File: src/rtl/uart_tx_arbiter.sv
// Round-robin arbiter/sequencer sharing one UART transmit path among NUM_REQ producers.
// Define UART_ARB_PRIO0_EN to give requester 0 strict priority over the round-robin group.
module uart_tx_arbiter #(
  parameter int NUM_REQ     = 4,
  parameter int DATA_W      = 8,
  parameter int GAP_CYC     = 2,
  parameter int TIMEOUT_CYC = 0
) (
  input  logic                       clk,
  input  logic                       reset,
  input  logic [NUM_REQ-1:0]         req,
  input  logic [NUM_REQ*DATA_W-1:0]  req_data,
  output logic [NUM_REQ-1:0]         gnt,
  output logic                       tx_start,
  output logic [DATA_W-1:0]          tx_data,
  output logic [$clog2(NUM_REQ)-1:0] tx_owner,
  input  logic                       tx_done,
  output logic                       busy,
  output logic                       err
);
  localparam int IDX_W  = $clog2(NUM_REQ);
  localparam int WAIT_W = (TIMEOUT_CYC > 0) ? $clog2(TIMEOUT_CYC + 1) : 1;
  localparam int GAP_W  = (GAP_CYC > 0) ? $clog2(GAP_CYC + 1) : 1;

  typedef enum logic [1:0] {S_IDLE, S_LAUNCH, S_WAIT, S_GAP} state_t;

  state_t              state_q;
  logic [NUM_REQ-1:0]  gnt_q;
  logic                tx_start_q;
  logic [DATA_W-1:0]   tx_data_q;
  logic [IDX_W-1:0]    tx_owner_q;
  logic                busy_q;
  logic                err_q;
  logic [IDX_W-1:0]    rr_ptr_q;
  logic [WAIT_W-1:0]   wait_cnt_q;
  logic [GAP_W-1:0]    gap_cnt_q;

  logic [NUM_REQ-1:0]  cand_d;
  logic [IDX_W-1:0]    scan_idx_d;
  logic [IDX_W-1:0]    win_idx_d;
  logic                win_found_d;
  logic                rr_upd_d;

  // Scan from the farthest slot back to rr_ptr+1 so the nearest asserted request wins.
  always_comb begin
    cand_d      = req;
    scan_idx_d  = '0;
    win_idx_d   = '0;
    win_found_d = 1'b0;
    rr_upd_d    = 1'b1;
`ifdef UART_ARB_PRIO0_EN
    cand_d[0] = 1'b0;
`endif
    for (int k = NUM_REQ; k >= 1; k--) begin
      scan_idx_d = IDX_W'((int'(rr_ptr_q) + k) % NUM_REQ);
      if (cand_d[scan_idx_d]) begin
        win_found_d = 1'b1;
        win_idx_d   = scan_idx_d;
      end
    end
`ifdef UART_ARB_PRIO0_EN
    if (req[0]) begin
      win_found_d = 1'b1;
      win_idx_d   = '0;
      rr_upd_d    = 1'b0;
    end
`endif
  end

  always_ff @(posedge clk) begin
    if (reset) begin
      state_q    <= S_IDLE;
      gnt_q      <= '0;
      tx_start_q <= 1'b0;
      tx_data_q  <= '0;
      tx_owner_q <= '0;
      busy_q     <= 1'b0;
      err_q      <= 1'b0;
      rr_ptr_q   <= IDX_W'(NUM_REQ - 1);
      wait_cnt_q <= '0;
      gap_cnt_q  <= '0;
    end else begin
      gnt_q      <= '0;
      tx_start_q <= 1'b0;
      err_q      <= 1'b0;
      case (state_q)
        S_IDLE: begin
          if (win_found_d) begin
            gnt_q      <= NUM_REQ'(1) << win_idx_d;
            tx_start_q <= 1'b1;
            tx_data_q  <= req_data[int'(win_idx_d)*DATA_W +: DATA_W];
            tx_owner_q <= win_idx_d;
            if (rr_upd_d) rr_ptr_q <= win_idx_d;
            busy_q     <= 1'b1;
            state_q    <= S_LAUNCH;
          end
        end
        S_LAUNCH: begin
          wait_cnt_q <= '0;
          state_q    <= S_WAIT;
        end
        S_WAIT: begin
          // A completed frame wins over a watchdog expiry in the same cycle.
          if (tx_done || (TIMEOUT_CYC > 0 && wait_cnt_q == WAIT_W'(TIMEOUT_CYC - 1))) begin
            err_q     <= ~tx_done;
            gap_cnt_q <= '0;
            if (GAP_CYC == 0) begin
              state_q <= S_IDLE;
              busy_q  <= 1'b0;
            end else begin
              state_q <= S_GAP;
            end
          end else if (wait_cnt_q != '1) begin
            wait_cnt_q <= wait_cnt_q + 1'b1;
          end
        end
        S_GAP: begin
          if (gap_cnt_q == GAP_W'(GAP_CYC - 1)) begin
            state_q <= S_IDLE;
            busy_q  <= 1'b0;
          end else begin
            gap_cnt_q <= gap_cnt_q + 1'b1;
          end
        end
        default: begin
          state_q <= S_IDLE;
          busy_q  <= 1'b0;
        end
      endcase
    end
  end

  assign gnt      = gnt_q;
  assign tx_start = tx_start_q;
  assign tx_data  = tx_data_q;
  assign tx_owner = tx_owner_q;
  assign busy     = busy_q;
  assign err      = err_q;
endmodule

File: config.mk
export PLATFORM = sky130hd
export DESIGN_NAME = uart_tx_arbiter
export DESIGN_NICKNAME = d
export VERILOG_FILES = /design/src/rtl/uart_tx_arbiter.sv
export SDC_FILE = /design/constraint.sdc
export NUM_CORES = 1
export LEC_CHECK = 0
export CORE_ASPECT_RATIO = 0.8
export CORE_UTILIZATION = 41
export CTS_CLUSTER_SIZE = 24
export DETAILED_ROUTE_END_ITERATION = 10
export HOLD_SLACK_MARGIN = 0.03
export PLACE_DENSITY = 0.79
export SLEW_MARGIN = 20
export SYNTH_ARGS = -nofsm -noshare
export SYNTH_HDL_FRONTEND = slang
export SYNTH_SLANG_ARGS = --single-unit
export TNS_END_PERCENT = 10
File: constraint.sdc
create_clock -name clk -period 1.8 [get_ports clk]
set_clock_uncertainty 0.15 [all_clocks]
set_input_delay 0.27 -clock clk [delete_from_list [all_inputs] [get_ports clk]]
set_output_delay 0.27 -clock clk [all_outputs]
set_load 0.02 [all_outputs]
=== Word level (Yosys, flattened, before mapping) ===
Cells that the tools add are included.
Widths: inputs -> output; s select.

* Register bits: 23
* Bits in latches: 0
* RAM bits: 0
* ROM bits: 0
* Input port bits: 39
* Output and inout port bits: 17
* Word-level logic and storage cells: 69
* Memories kept: 0

* $add $sub $neg: 5
* Multipliers: 0
* Div/mod/pow operators: 0
* Magnitude comparators: 4
* Equality and inequality tests: 8
* Shifts and indexed selects: 2
* Multiplexer cells: 27
* Bitwise operators: 4
* Reductions and logical operators: 10

{| class="wikitable"
|+ Operator list
! kind !! number
|-
| $shiftx 32x6->8 || 1
|-
| $mux 2 || 9
|-
| $lt 2x3->1 const B || 4
|-
| $mux 1 || 11
|-
| $reduce_and 3->1 || 3
|-
| $bmux 1 s2 || 4
|-
| $ne 2x2->1 const B || 4
|-
| $pmux 2 s4 || 1
|-
| $add 2x1->2 const B || 3
|-
| $reduce_or 3->1 || 2
|-
| $add 2x2->2 const B || 2
|-
| $eq 2x1->1 const B || 2
|-
| $eq 2x2->1 const B || 2
|-
| $not 1->1 || 4
|-
| $pmux 2 s2 || 1
|-
| $reduce_bool 2->1 || 2
|-
| $shl 1x2->4 const A || 1
|-
| $logic_not 2->1 || 1
|-
| $pmux 1 s2 || 1
|-
| $reduce_and 2->1 || 1
|-
| $reduce_or 2->1 || 1
|}

=== Depth between registers and ports, before layout ===
Gate-level depths: netlist (run 1).

* Depth in word-level cells: 9
* Mapped depth: 8
* Gate-level depth less buffers: 8

=== Least setup slack after synthesis (run 1) ===
No wires, ideal clock.

* Path type: reg2reg
* From: register rr_ptr_q[1]
* To: register tx_data_q[0] (netlist: tx_data[0])
* Setup time: 127 ps
* Data arrival time: 1429 ps
* Required time: 1523 ps
* Setup slack: 95 ps
* Cell stages (with the launch flop): 7
* Path buffers: 1
* Clock period less this slack: 1705 ps
* Path through: dfxtp_1 mux2i_1 o2bb2ai_2 nor2_4 buf_6 mux2i_1 o211ai_1

* Longest elaborated chain between the ends: 8
* Elaborated cells between the ends (all ways): 22
* Classes of those cells: add/sub (4); shift (1); mux (16); reduce/logical (1)

{| class="wikitable"
|+ RTL lines
! item !! RTL line !! RTL
|-
| start: declaration || 34 || <nowiki>logic [IDX_W-1:0] rr_ptr_q;</nowiki>
|-
| start signal: assignment || 79 || <nowiki>rr_ptr_q <= IDX_W'(NUM_REQ - 1);</nowiki>
|-
| start signal: assignment || 93 || <nowiki>if (rr_upd_d) rr_ptr_q <= win_idx_d;</nowiki>
|-
| $add 2x1->2 || 55 || <nowiki>scan_idx_d = IDX_W'((int'(rr_ptr_q) + k) % NUM_REQ);</nowiki>
|-
| $bmux 1 s2 || 56 || <nowiki>if (cand_d[scan_idx_d]) begin</nowiki>
|-
| $mux 1 (implied by the code) || 56 ||
|-
| $mux 2 or $mux 1 (tied branches) (4 in series) || 56 ||
|-
| $shiftx 32x6->8 or $reduce_and 2->1 (tied branches) || - ||
|-
| end signal: assignment || 91 || <nowiki>tx_data_q <= req_data[int'(win_idx_d)*DATA_W +: DATA_W];</nowiki>
|-
| end: declaration || 30 || <nowiki>logic [DATA_W-1:0] tx_data_q;</nowiki>
|}

Several ways; a longest one is shown, not always the timed one. The select of a mux whose other input is x is not followed.
A chain may end at the register's enable or synchronous reset.

=== Final worst setup path (run 1) ===
Same ends and word-level chain as after synthesis.

==> run metrics, run 1 <==
Min Clock Period, post-route 1.73 ns; Worst Hold Depth 2; max-capacitance violation count 0; cell total after placement 253; basic-gate share of the synthesized area counting and, or, nand and nor cells 19.0%; initial core utilization 43.8%; total nets after synthesis 186; most used flip-flop cell after synthesis dfxtp_1; antenna violations before repair 0; worst hold start tx_owner[1]; number of I/O port buffers 55; CP max stage delay 0.36 ns; fin nets 266; sum of negative setup slack 0 ns; root cell of the clock tree clkbuf_8; Max rail drop VDD 0.000646 V; Min-Delay Endpoint tx_owner[1]; Max Buffers Root-to-Sink 2; Routed WL 3810 um; worst hold slack after final layout 0.299 ns; timing-limited maximum frequency 0.579 GHz; number of enable flip-flop cells after synthesis 0; proportion of register bits with asynchronous set or reset after synthesis 0%; area fraction in compound gates after synthesis 24.1%; cell leakage power 0.861 nW; post-synthesis area per instance 8.66 um^2; ratio of final minimum period to clock period 95.9%; post-synth cell types 36; fin. max-slew vios 0; post-synthesis instance area 1230 um^2; sequential cell area 462 um^2; first-pass GRT wire length 6040 um; initial detailed-routing violation count 52; portion of the post-synthesis area used by sequential elements 37.4%; Worst Path Class, Setup flip-flop to flip-flop; run status finished, final reports clean; overall die area 3220 um^2; area growth from synthesis to layout 69.1%; clock edge transition at the registers on the reported setup and hold paths 0.08 ns; most used routing layer met2; met1 track demand over resource 28.2%; CTS Buf Count 3; detailed-router iteration count before antenna repair 4; IO Pins 56; cell family with most CP delay compound AO/OA/AOI/OAI gates; number of global-route vias before repair 1370; proportion of synthesized area in mux cells 8.95%; count of hold-fix buffers inserted at cts 0; buffer and inverter count on the worst path 2; Die H 51.0 um; combinational family with the most area after synthesis compound AO/OA/AOI/OAI gates; Post-route DRC 0; type of the worst min-delay path flip-flop to flip-flop; Slowest-stage cell, CP dfxtp_2; worst flop-to-flop path startpoint rr_ptr_q[1]; post-DR wirelength/cell 14.7 um; met2 GRT Util 43.2%; synthesized flop and latch total 23; cells traversed along the worst timing path mux2i_2 > buf_4 > a2bb2oi_2 > buf_6 > nand3_1 > a211o_1 > o211ai_1; startpoint type of the worst setup path flip-flop; share of layout cells above drive strength 1 19.5%; Critical Path End Type flip-flop; count of yosys warnings during synthesis 0; Via Count 1390; Power Dens Cells 1250 nW/um^2; area of the core 2810 um^2; post-synthesis share of cell area spent on full adders, half adders and majority gates 5.09%; non-filler instance count after layout 259; worst-case register-to-register setup slack 0.07 ns; final weighted congestion of routability-driven global placement 0.867; Finish-stage setup viols 0; biggest fanout along the worst timing path 6; Worst R2R Path Depth 7; Overflow after GRT 0; half-perimeter wire length after detailed placement 3000 um; pin count of the biggest net entering global routing 13; total routing usage reported by global routing 24.0%; required time at the endpoint of the critical path 1.84 ns; worst slack after detailed placement -0.506 ns; # clock sinks 23; H-tree level count 1; PnR worst setup slack 0.0729 ns; RSZ-0062 raised after global routing yes; destination of the worst register-to-register timing path tx_data[0]; Clk Latency, worst-skew pair 0.26 ns; TritonCTS clock tree yes; total inserted antenna cells 0; signal arrival time at the worst endpoint 1.77 ns; routed vias/inst 5.37; number of standard-cell rows in the floorplan 17; Die X 63.2 um; Post-Synth XOR/XNOR Area 0%; met3 routing resource usage after global routing 4.46%; endpoints failing hold 0; Cells after Synth 142; final cell utilization of the core 74.1%; remaining number of nets flagged by the antenna check after routing 0; footprint of the multi-input gates 739 um^2; fill cell instance count of the final layout 207
## flip-flops by register name, indices dropped and copies added (netlist names)
register and flops:
tx_owner 2, state_q 2, tx_start 1, tx_data 8, err 1, busy 1, gap_cnt_q 2, rr_ptr_q 2
gnt 4
## report_power, final
part	internal [W]	switching, W	total (W)
Combinational	0.000756	0.000741	0.00150
Clock	0.000158	0.000162	0.000320
Sequential	0.000682	0.000105	0.000787
Total	0.00160	0.00101	0.00260
## kinds of logic after synthesis
logic type,Yosys count
compound gates,42
fa+ha+maj,5
buf+inv,12
flops,23
mux,11
other cells,1
simple gates,48
## how the worst max path moves through the flow
stage | startpoint | to | cells past startpoint
floorplan | rr_ptr_q[1] | tx_data[0] | 6
global placement | req[1] | tx_data[5] | 7
detailed placement | req[1] | tx_data[1] | 7
CTS | rr_ptr_q[1] | tx_data[4] | 7
global route | rr_ptr_q[1] | tx_data[6] | 7
finish | rr_ptr_q[1] | tx_data[0] | 7
## worst reg2reg max path, delay by kind of cell, from the launching register on
| family | cells | cell delay (ns) |
|---|---|---|
| compound gates | 3 | 0.50 |
| buf+inv | 2 | 0.29 |
| flops | 1 | 0.36 |
| mux | 1 | 0.26 |
| simple gates | 1 | 0.10 |
## placed cells by master, fill, tap and decap left out, drive strengths merged
master | netlist | final
o21ai | 11 | 11
clkbuf | 0 | 4
nand2b | 1 | 1
inv | 8 | 8
dlygate4sd2 | 0 | 3
o31a | 1 | 1
o211ai | 7 | 7
and3 | 1 | 1
a22oi | 2 | 2
mux2i | 11 | 11
a2bb2oi | 1 | 1
nor3 | 6 | 6
nor2 | 8 | 8
o221ai | 2 | 2
nand3 | 6 | 6
and2 | 1 | 1
o2bb2ai | 1 | 1
ha | 5 | 5
or3 | 2 | 2
buf | 4 | 24
dfxtp | 23 | 23
a211o | 6 | 6
or4 | 1 | 1
a21oi | 6 | 6
o21bai | 1 | 1
clkdlybuf4s50 | 0 | 52
conb | 1 | 1
nor2b | 3 | 3
o22ai | 2 | 2
nand2 | 19 | 19
a21boi | 1 | 1
o21ba | 1 | 1
## timing repair
item                       CTS  global route
pin swaps                    3             1
setup endpoints to repair   18            10
hold endpoints to repair     0             0
gates resized for setup      8             6
setup buffers                2             0
## through the flow
step / area (um^2) / power, W
after floorplan: 1230 / 0.00153
after global placement: 1970 / 0.00213
after detailed placement: 1970 / 0.00218
after CTS: 2060 / 0.00257
after global routing: 2080 / 0.00276
final: 2080 / 0.00260
## final cells by class
type / count / share of cell area [%]
flip-flops and latches: 23 / 22.2
clock buffers: 4 / 2.17
inverters: 8 / 1.44
multi-input cells: 107 / 35.6
repair buffers: 79 / 36.3
well taps: 38 / 2.29
## cell usage after synthesis, drive strengths merged (2+ instances only)
cell type   n  area share [%]
dfxtp      23              37
nand2      19             6.0
mux2i      11             9.0
o21ai      11             4.5
inv         8             2.4
nor2        8             3.1
o211ai      7             4.3
a211o       6             4.3
a21oi       6             2.7
nand3       6             2.4
nor3        6             2.8
ha          5             5.1
buf         4             2.6
nor2b       3             1.5
a22oi       2             1.2
o221ai      2             1.4
o22ai       2             1.0
or3         2             1.0
## per-layer routing
metal / vias to the layer above / share of wire, %
met5: - / 0
met4: 0 / 2.6
met3: 12 / 3.9
met2: 54 / 49
met1: 650 / 44
li1: 674 / -
Power figures use the tool's default switching activity.
==> run 2, diff against run 1 <==
ABC_CLOCK_PERIOD_IN_PS = 1800   (was default)
==> results of run 2 <==
Final layout, timing and power as in run 1 (identical DEF).
==> run 3, diff against run 2 <==
REMOVE_ABC_BUFFERS = 1   (was default)
==> run metrics, run 3 (synthesized netlist as in run 1, its figures left out) <==
met3 layer wire length in the routed design 133 um; biggest fanout along the worst timing path 12; Critical Path End Type flip-flop; Worst Hold Depth 2; detailed-router iteration count before antenna repair 4; final weighted congestion of routability-driven global placement 0.875; total inserted antenna cells 0; number of global-route vias before repair 1366; ratio of final minimum period to clock period 97.8%; IO Pins 56; startpoint type of the worst setup path input pin; Post-route DRC 0; total routing usage reported by global routing 23.6%; final cell utilization of the core 75.6%; highest-count cells in the layout ignoring fill and taps 52 x clkdlybuf4s50_1, 22 x dfxtp_1, 17 x nand2_1; sum of negative setup slack 0 ns; fin nets 263; cell leakage power 0.865 nW; # clock sinks 23; share of layout cells above drive strength 1 19.7%; number of standard-cell rows in the floorplan 17; Routed WL 3560 um; Die H 51.0 um; root cell of the clock tree clkbuf_8; H-tree level count 1; endpoints failing hold 0; worst slack after detailed placement -0.532 ns; PnR worst setup slack 0.0400 ns; area of the core 2810 um^2; pin count of the biggest net entering global routing 15; Max Buffers Root-to-Sink 2; antenna violations before repair 0; routed vias/inst 5.31; timing-limited maximum frequency 0.568 GHz; fin. max-slew vios 0; max-capacitance violation count 0; half-perimeter wire length after detailed placement 2720 um; first-pass GRT wire length 5950 um; CTS Buf Count 3; Max rail drop VDD 0.000803 V; initial detailed-routing violation count 112; Clk Latency, worst-skew pair 0.26 ns; Overflow after GRT 0; initial core utilization 43.8%; Via Count 1359; number of I/O port buffers 55; overall die area 3220 um^2; area growth from synthesis to layout 72.6%; WL met1 1600 um; met2 wirelength from detailed routing 1810 um; clock edge transition at the registers on the reported setup and hold paths 0.08 ns; most frequent standard cell in the layout excluding fill and tap cells clkdlybuf4s50_1; post-DR wirelength/cell 13.9 um; number of flip-flops in the largest register 8; Die X 63.2 um; Min Clock Period, post-route 1.76 ns; TritonCTS clock tree yes; run status finished, final reports clean; required time at the endpoint of the critical path 1.84 ns; total chip power 0.00263 W; Finish-stage setup viols 0; signal arrival time at the worst endpoint 1.80 ns; remaining number of nets flagged by the antenna check after routing 0; Worst R2R Path Depth 7; RSZ-0062 raised after global routing yes; DR top layer met4; type of the worst min-delay path flip-flop to flip-flop; Power Dens Cells 1240 nW/um^2; Worst Path Class, Setup input pin to flip-flop
[run 3: cell type report]
type / count / area (um^2)
multi-input combinational: 107 / 783
tap: 38 / 47.5
inverter: 8 / 30.0
clock buffer: 3 / 41.3
timing repair buffer: 76 / 749
sequential: 23 / 464
fill: 200 / 684
clock inverter: 1 / 7.51
[run 3: timing repair]
item,4_1_cts,5_1_grt
setup buffers,2,0
resized for setup,13,9
hold buffers,0,0
pin swaps,1,3
endpoints found under the setup margin,16,11
[run 3: worst paths after layout]
kind          startpoint           to  slack (ns)
max               req[0]   tx_data[1]        0.04
min          tx_owner[0]  tx_owner[0]        0.31
max reg2reg  rr_ptr_q[1]   tx_data[0]        0.07
min reg2reg  tx_owner[0]  tx_owner[0]        0.31
[run 3: routing by layer]
layer | vias to the layer above | track usage [%]
met1 | 649 | 27.7
met4 | 0 | 3.41
met3 | 2 | 4.02
met2 | 44 | 45.7
li1 | 664 | -
met5 | - | 0
[run 3: critical path: stages]
cell           delay [ns]
dlygate4sd2_1        0.28
buf_4                0.16
or4_4                0.59
a21oi_4              0.20
buf_12               0.15
nand2_1              0.06
o211ai_1             0.09
[run 3: power by group]
part / internal, W / switching, W
Clock: 0.000156 / 0.000166
Sequential: 0.000687 / 0.000116
Combinational: 0.000777 / 0.000731
Total: 0.00162 / 0.00101
[run 3: metrics by stage]
stage	area, um^2	instances	hold slack (ns)
CTS	2090	256	0.317
global placement	1960	250	0.283
finish	2120	256	0.311
detailed placement	1960	250	0.305
global route	2120	256	0.346
floorplan	1200	138	0.189
